### src/rtl/vga_timing_pkg.sv
// vga_timing_pkg: 640x480@60 default timing constants, per-axis total/sync-window derivation, counter-width sizing check
package vga_timing_pkg;
  localparam int DEF_H_ACTIVE = 640;
  localparam int DEF_H_FP = 16;
  localparam int DEF_H_SYNC = 96;
  localparam int DEF_H_BP = 48;
  localparam int DEF_V_ACTIVE = 480;
  localparam int DEF_V_FP = 10;
  localparam int DEF_V_SYNC = 2;
  localparam int DEF_V_BP = 33;
  localparam int DEF_CNT_W = 10;
  function automatic int axis_total(input int active, input int fp, input int sync, input int bp);
    return active + fp + sync + bp;
  endfunction
  function automatic int sync_start(input int active, input int fp);
    return active + fp;
  endfunction
  function automatic int sync_end(input int active, input int fp, input int sync);
    return active + fp + sync;
  endfunction
  function automatic bit cnt_fits(input int w, input int h_total, input int v_total);
    return (longint'(1) << w) >= longint'((h_total > v_total) ? h_total : v_total);
  endfunction
endpackage

### src/rtl/vga_axis_counter.sv
// vga_axis_counter: one timing axis; Clk, reset, inc_en (advance), upd_en (refresh registered decodes) -> count, wrap (count at last), active, sync decoded from next count
module vga_axis_counter
  import vga_timing_pkg::*;
#(
  parameter int ACTIVE = DEF_H_ACTIVE,
  parameter int FP = DEF_H_FP,
  parameter int SYNC = DEF_H_SYNC,
  parameter int BP = DEF_H_BP,
  parameter bit POL = 1'b0,
  parameter int W = DEF_CNT_W
) (
  input  logic         Clk,
  input  logic         reset,
  input  logic         inc_en,
  input  logic         upd_en,
  output logic [W-1:0] count,
  output logic         wrap,
  output logic         active,
  output logic         sync
);
  localparam logic [W-1:0] LAST = W'(axis_total(ACTIVE, FP, SYNC, BP) - 1);
  localparam logic [W-1:0] ACT = W'(ACTIVE);
  localparam logic [W-1:0] SS = W'(sync_start(ACTIVE, FP));
  localparam logic [W-1:0] SE = W'(sync_end(ACTIVE, FP, SYNC));
  logic [W-1:0] nxt;
  assign wrap = count == LAST;
  assign nxt = !inc_en ? count : wrap ? '0 : count + 1'b1;
  always_ff @(posedge Clk) begin
    if (reset) begin
      count <= '0;
      active <= 1'b0;
      sync <= ~POL;
    end else if (upd_en) begin
      count <= nxt;
      active <= nxt < ACT;
      sync <= (nxt >= SS && nxt < SE) ? POL : ~POL;
    end
  end
endmodule

### src/rtl/vga_timing_gen.sv
// vga_timing_gen: VGA timing; Clk, reset, pix_en in -> hcount, vcount, hsync, vsync, video_on, line_start, frame_start, all aligned one Clk after the pix_en edge
module vga_timing_gen
  import vga_timing_pkg::*;
#(
  parameter int H_ACTIVE = DEF_H_ACTIVE,
  parameter int H_FP = DEF_H_FP,
  parameter int H_SYNC = DEF_H_SYNC,
  parameter int H_BP = DEF_H_BP,
  parameter int V_ACTIVE = DEF_V_ACTIVE,
  parameter int V_FP = DEF_V_FP,
  parameter int V_SYNC = DEF_V_SYNC,
  parameter int V_BP = DEF_V_BP,
  parameter bit HS_POL = 1'b0,
  parameter bit VS_POL = 1'b0,
  parameter int CNT_W = DEF_CNT_W
) (
  input  logic             Clk,
  input  logic             reset,
  input  logic             pix_en,
  output logic [CNT_W-1:0] hcount,
  output logic [CNT_W-1:0] vcount,
  output logic             hsync,
  output logic             vsync,
  output logic             video_on,
  output logic             line_start,
  output logic             frame_start
);
  localparam int H_TOTAL = axis_total(H_ACTIVE, H_FP, H_SYNC, H_BP);
  localparam int V_TOTAL = axis_total(V_ACTIVE, V_FP, V_SYNC, V_BP);
  if (!cnt_fits(CNT_W, H_TOTAL, V_TOTAL)) begin : g_cnt_w_check
    $error("vga_timing_gen: CNT_W too narrow for H_TOTAL/V_TOTAL");
  end
  logic h_wrap, v_wrap, h_active, v_active;
  vga_axis_counter #(
    .ACTIVE(H_ACTIVE), .FP(H_FP), .SYNC(H_SYNC), .BP(H_BP), .POL(HS_POL), .W(CNT_W)
  ) u_h (
    .Clk(Clk), .reset(reset), .inc_en(pix_en), .upd_en(pix_en),
    .count(hcount), .wrap(h_wrap), .active(h_active), .sync(hsync)
  );
  vga_axis_counter #(
    .ACTIVE(V_ACTIVE), .FP(V_FP), .SYNC(V_SYNC), .BP(V_BP), .POL(VS_POL), .W(CNT_W)
  ) u_v (
    .Clk(Clk), .reset(reset), .inc_en(pix_en & h_wrap), .upd_en(pix_en),
    .count(vcount), .wrap(v_wrap), .active(v_active), .sync(vsync)
  );
  assign video_on = h_active & v_active;
  always_ff @(posedge Clk) begin
    line_start <= ~reset & pix_en & h_wrap;
    frame_start <= ~reset & pix_en & h_wrap & v_wrap;
  end
endmodule

### config.mk
export PLATFORM = sky130hd
export DESIGN_NAME = vga_timing_gen
export DESIGN_NICKNAME = d
export VERILOG_FILES = /design/src/rtl/vga_timing_pkg.sv /design/src/rtl/vga_axis_counter.sv /design/src/rtl/vga_timing_gen.sv
export SDC_FILE = /design/constraint.sdc
export NUM_CORES = 1
export LEC_CHECK = 0
export CORE_ASPECT_RATIO = 1.25
export CORE_MARGIN = 5
export CORE_UTILIZATION = 40
export CTS_BUF_LIST = sky130_fd_sc_hd__clkbuf_8
export CTS_CLUSTER_DIAMETER = 80
export DETAILED_ROUTE_END_ITERATION = 8
export GPL_ROUTABILITY_DRIVEN = 0
export HOLD_SLACK_MARGIN = 0.05
export PLACE_DENSITY = 0.69
export SKIP_CTS_REPAIR_TIMING = 1
export SYNTH_ARGS = -nofsm -noshare
export SYNTH_HDL_FRONTEND = slang
export SYNTH_SLANG_ARGS = --single-unit
### constraint.sdc
create_clock -name Clk -period 3.2 [get_ports Clk]
set_input_delay 0.64 -clock Clk [delete_from_list [all_inputs] [get_ports Clk]]
set_output_delay 0.64 -clock Clk [all_outputs]
set_load 0.05 [all_outputs]
==> results of run 1 <==
==> synthesized netlist by cell type, drive strengths merged (5+ instances only) <==
library cell   n  area [um2]
nor3          14       70.07
a21oi         12       63.81
nand2         17       66.32
buf            8       45.04
dfxtp         26       520.5
nand4          6       37.54
nor2          17       63.81
nand3          9       45.04
inv            5       18.77
xnor2          5       43.79
clkbuf         7       26.28
o21ai         11       55.05
==> power by group through the flow <==
stage	registers, mW	clock network, mW	logic, mW
after detailed placement	0.339	0	0.0402
final	0.332	0.209	0.0402
after global placement	0.339	0	0.0404
after global routing	0.333	0.237	0.0432
after floorplan	0.348	0	0.0175
after CTS	0.332	0.220	0.0405
==> sequential cells by signal (all words and copies together), names as in the netlist <==
name and count:
u_h.active 1, frame_start 1, u_v.active 1, u_h.count 10
u_h.sync 1, line_start 1, u_v.count 10, u_v.sync 1
==> kinds of logic (layout without fill, tap and decap cells) <==
group,after synthesis,in the layout,synth area share
simple gates,88,88,0.3308
fa+ha+maj,3,3,0.02538
compound gates,39,39,0.1709
buf+inv,20,39,0.06092
xor+xnor,9,9,0.05330
mux,1,1,0.006768
flops,26,26,0.3519
==> worst paths after layout <==
kind / end / slack (ns) / startpoint / depth (start not counted)
max: u_v.sync / 0.63 / pix_en / 7
min: u_h.active / 0.49 / u_h.active / 2
max reg2reg: u_v.sync / 0.82 / u_h.count[0] / 7
min reg2reg: u_h.active / 0.49 / u_h.active / 2
==> layer usage <==
layer	routed length [um]	vias to the layer above	part of all wire	track usage
met5	0	-	0	0
met4	58	0	0.017	0.05285
met3	157	10	0.045	0.02168
met2	1696	46	0.48	0.2376
met1	1585	652	0.45	0.1970
li1	-	716	-	-
==> critical path: cells and delay by family <==
family          cells  cell delay [ns]
simple gates        2             0.89
buf+inv             1             0.47
compound gates      4             0.72
==> layout make-up <==
type,instances,area share
Multi-Input combinational cell,140,0.4813
Sequential cell,26,0.2885
Timing Repair Buffer,30,0.1623
Clock buffer,4,0.03051
Tap cell,39,0.02705
Inverter,5,0.01040
==> metrics by stage <==
stage	power, mW	instance area, um2	util
2_1_floorplan	0.3655	1479	-
3_3_place_gp	0.3795	1749	0.4936
3_5_place_dp	0.3795	1749	0.4936
4_1_cts	0.5927	1804	0.5092
5_1_grt	0.6127	1804	0.5092
6_report	0.5808	1804	0.5092
==> metrics, run 1 <==
peak supply drop=0.2288 mV; vias in the first global route=1303; Clock Latency Late Sink=0.27 ns; Site Rows=24; Die W=64.39 um; worst min path class=reg2reg; Clock Power Share=0.360; final period utilization=0.8029; endpoints failing setup=0; Pre-antenna DRT Iters=4; Int Power=452.9 uW; clock root buffer=clkbuf_8; Inserted Diodes=0; Hold Vio Cnt, Final=0; Final min period=2.569 ns; Syn. warnings=0; WL final=3498 um; power per cell area=321.9 nW/um2; Iter 0 DRT Violations=92; crit-path max cell delay=0.60 ns; H-Tree Depth=1; commonest non-fill, non-tap cell in the layout=clkdlybuf4s50_1; crit path capture type=register; unrepaired setup endpoints after global routing=no; clk buf depth=2; asr flop ratio synth=0; syn_area_per_cell=7.951 um2; total core area=3543 um2; Buffers on Ports=27; Fmax achieved=389.2 MHz; Hold WS=0.4851 ns; GR Util All Layers=0.1467; cells after synthesis=186; Setup Total Neg Slack=0 ns; Synth cell types=44; Seq/Total Area, Yosys=0.3519; WL/cell=14.34 um; vias per inst=5.836; Placement Setup Slack=0.3902 ns; WS Path Type=in2reg; share of cells above drive strength 1=0.06341; DIE AREA=5021 um2; Sw Share=0.2202; Final Skew=0.005438 ns; Area growth syn-to-layout=22.00%; # DRC=0; Worst EP required=3.36 ns; CP dominant cell by count=and4_1; commonest non-fill, non-tap cells in the layout=clkdlybuf4s50_1, dfxtp_1, nor2_1; Flop pwr share=0.571; initial antenna violation count=0; max-cap viol count=0; Inst Count DP=240; GRT overflow=0; fill count=364; Ports=28; Nets=212; Arr. time, crit path=2.73 ns; global-route wire length before repair=6030 um; CP cell instances=clkdlybuf4s50_1, and4_1, and4_1, o21ai_1, a21oi_1, o2111a_1, a21oi_2; Yosys reg bits=26; vias=1424; clock-pin transition on the worst setup and hold timing paths=0.08 ns; Initial Utilization=0.4174; CTS tree=yes; Netlist Area Pre-Place=1479 um2; Lkg Pwr=0.5916 nW; largest net degree at the start of global routing=20; Mapped Nets=192; max_slew headroom=0.6209; Gate power share=0.069; clock sinks=26; Die Height=77.98 um; multi-input logic area=868.3 um2; fin worst setup slack=0.6307 ns; total CTS buffers=3; post-route antenna net violation count=0; crit-path max FO=16; slowest CP cell=and4_1; Top FF cell, synth=dfxtp_1; EDFF count, synth=0; run status=completed; Worst Tran Pin Value=0.5687 ns; Slew Limit Fails=0; sequential cell area=520.5 um2; NetSw=127.9 uW; post-DP HPWL=2477 um; Final Non-Filler Cells=244; CP startpoint kind=input port
Power figures use the tool's default switching activity.
==> run 2, diff against run 1 <==
- clock period: 3.2 -> 2.4 ns (I/O delays scaled with it)
==> run 2 against run 1 <==
Effect of this change: clock skew down 0.0028 ns; die area unchanged; routed wire length up 5.3%; non-clock buffer count up 10; combinational power up 37%.
==> metrics, run 2 (synthesis gave the netlist of run 1 again) <==
final period utilization=0.9364; Final Non-Filler Cells=254; Inserted Diodes=0; endpoints failing setup=0; R2R setup slack=0.31 ns; Int Power=605.3 uW; crit-path max cell delay=0.89 ns; CP cell instances=clkdlybuf4s50_1; power per cell area=418.8 nW/um2; Top Registers=u_h.count x10, u_v.count x10; R2R depth=7; clk buf depth=2; GR Util All Layers=0.1567; Area growth syn-to-layout=27.07%; Gate power share=0.070; Final min period=2.247 ns; global-route wire length before repair=6451 um; vias=1492; total core area=3543 um2; vias per inst=5.874; H-Tree Depth=1; max_slew headroom=0.6669; hold wc startpoint=u_h.active; max-cap viol count=0; Sw Share=0.2309; Pre-antenna DRT Iters=4; # DRC=0; slowest CP cell=clkdlybuf4s50_1; Final Skew=0.002654 ns; placed cell area=1824 um2; multi-input logic area=868.3 um2; Setup Total Neg Slack=0 ns; Flop pwr share=0.561; CP bufs+invs=1; clock sinks=26; share of cells above drive strength 1=0.1070; Buffers on Ports=27; unrepaired setup endpoints after global routing=no; vias in the first global route=1369; delay-heaviest family, CP=buffers and inverters; post-route antenna net violation count=0; DIE AREA=5021 um2; Design Area, Final=1879 um2; Hold WS=0.4901 ns; Hold Vio Cnt, Final=0; Reg2Reg Launch Point=u_h.count[0]; Arr. time, crit path=1.77 ns; Site Rows=24; Slew Limit Fails=0; commonest non-fill, non-tap cells in the layout=clkdlybuf4s50_1, dfxtp_1, nor2_1; CP startpoint kind=register; worst min path class=reg2reg; Clock Latency Late Sink=0.27 ns; WL final=3683 um; peak supply drop=0.2586 mV; crit-path max FO=12; initial antenna violation count=0; Iter 0 DRT Violations=93; Worst Tran Pin Value=0.4981 ns; WS Path Type=reg2out; Worst EP required=1.92 ns; r2r endpoint=u_v.sync; crit path capture type=primary output; commonest non-fill, non-tap cell in the layout=clkdlybuf4s50_1; Hold Path Stages=2; largest net degree at the start of global routing=27; NetSw=181.7 uW; sequential cell area=520.5 um2; CTS tree=yes; Die Height=77.98 um; Nets=222; total CTS buffers=3; clock-pin transition on the worst setup and hold timing paths=0.09 ns; Die W=64.39 um; run status=completed; fill count=358; WL/cell=14.50 um; Initial Utilization=0.4174; Clock Power Share=0.368; post-DP HPWL=2630 um; Fmax achieved=445.0 MHz; GRT overflow=0; clock root buffer=clkbuf_8; Ports=28; WHS Endpoint=u_h.active; Inst Count DP=250; Lkg Pwr=0.6429 nW
run 2: cell types whose count changed in the layout (fill, tap and decap cells not counted), sizes merged:
| cell | previous run | this run |
|---|---|---|
| buf | 3 | 13 |
run 2: worst max-delay path by stage:
stage                       to  cells after the start    startpoint  slack, ns
floorplan             u_v.sync                      9  u_h.count[0]       0.19
global placement      u_v.sync                      7        pix_en     -0.001
detailed placement  u_v.active                      8        pix_en      0.007
CTS                  vcount[4]                      1  u_v.count[4]       0.14
global route         vcount[4]                      1  u_v.count[4]       0.05
finish               vcount[4]                      1  u_v.count[4]       0.15
run 2: cell type report:
type,count,area share
repair buffers,40,0.1957
flip-flops and latches,26,0.2770
clock buffers,4,0.02929
multi-input cells,140,0.4621
inverters,5,0.009987
well taps,39,0.02597
run 2: worst min-delay path: cells and delay by family, from the launching register on:
| kind | cells | cell delay (ns) |
|---|---|---|
| AO/OA/AOI/OAI | 1 | 0.05 |
| AND/OR/NAND/NOR | 1 | 0.08 |
| flip-flops | 1 | 0.32 |
run 2: power by group through the flow:
stage	logic, mW	registers [mW]	clock network, mW
3_5_place_dp	0.0554	0.452	0
3_3_place_gp	0.0550	0.452	0
4_1_cts	0.0558	0.442	0.300
5_1_grt	0.0600	0.443	0.316
2_1_floorplan	0.0234	0.464	0
6_report	0.0552	0.442	0.290
run 2: metrics by stage:
| stage | utilization | setup WS, ns | total power, mW |
|---|---|---|---|
| 3_5_place_dp | 0.5148 | 0.007115 | 0.5075 |
| 2_1_floorplan | - | 0.1869 | 0.4874 |
| 3_3_place_gp | 0.5148 | -0.001406 | 0.5073 |
| 5_1_grt | 0.5304 | 0.05488 | 0.8195 |
| 6_report | 0.5304 | 0.1527 | 0.7870 |
| 4_1_cts | 0.5304 | 0.1364 | 0.7981 |
run 2: routing by layer:
layer  vias to the layer above  global-route usage  part of all wire
met5                         -                   0                 0
met4                         0             0.05708             0.018
met3                         7             0.02457             0.036
met2                        39              0.2624              0.49
met1                       711              0.2016              0.46
li1                        735                   -                 -
==> run 3, diff against run 2 <==
- CTS_CLUSTER_DIAMETER: 80 -> 30
==> results of run 3 <==
No change in the layout: final DEF, timing and power equal those of run 2.
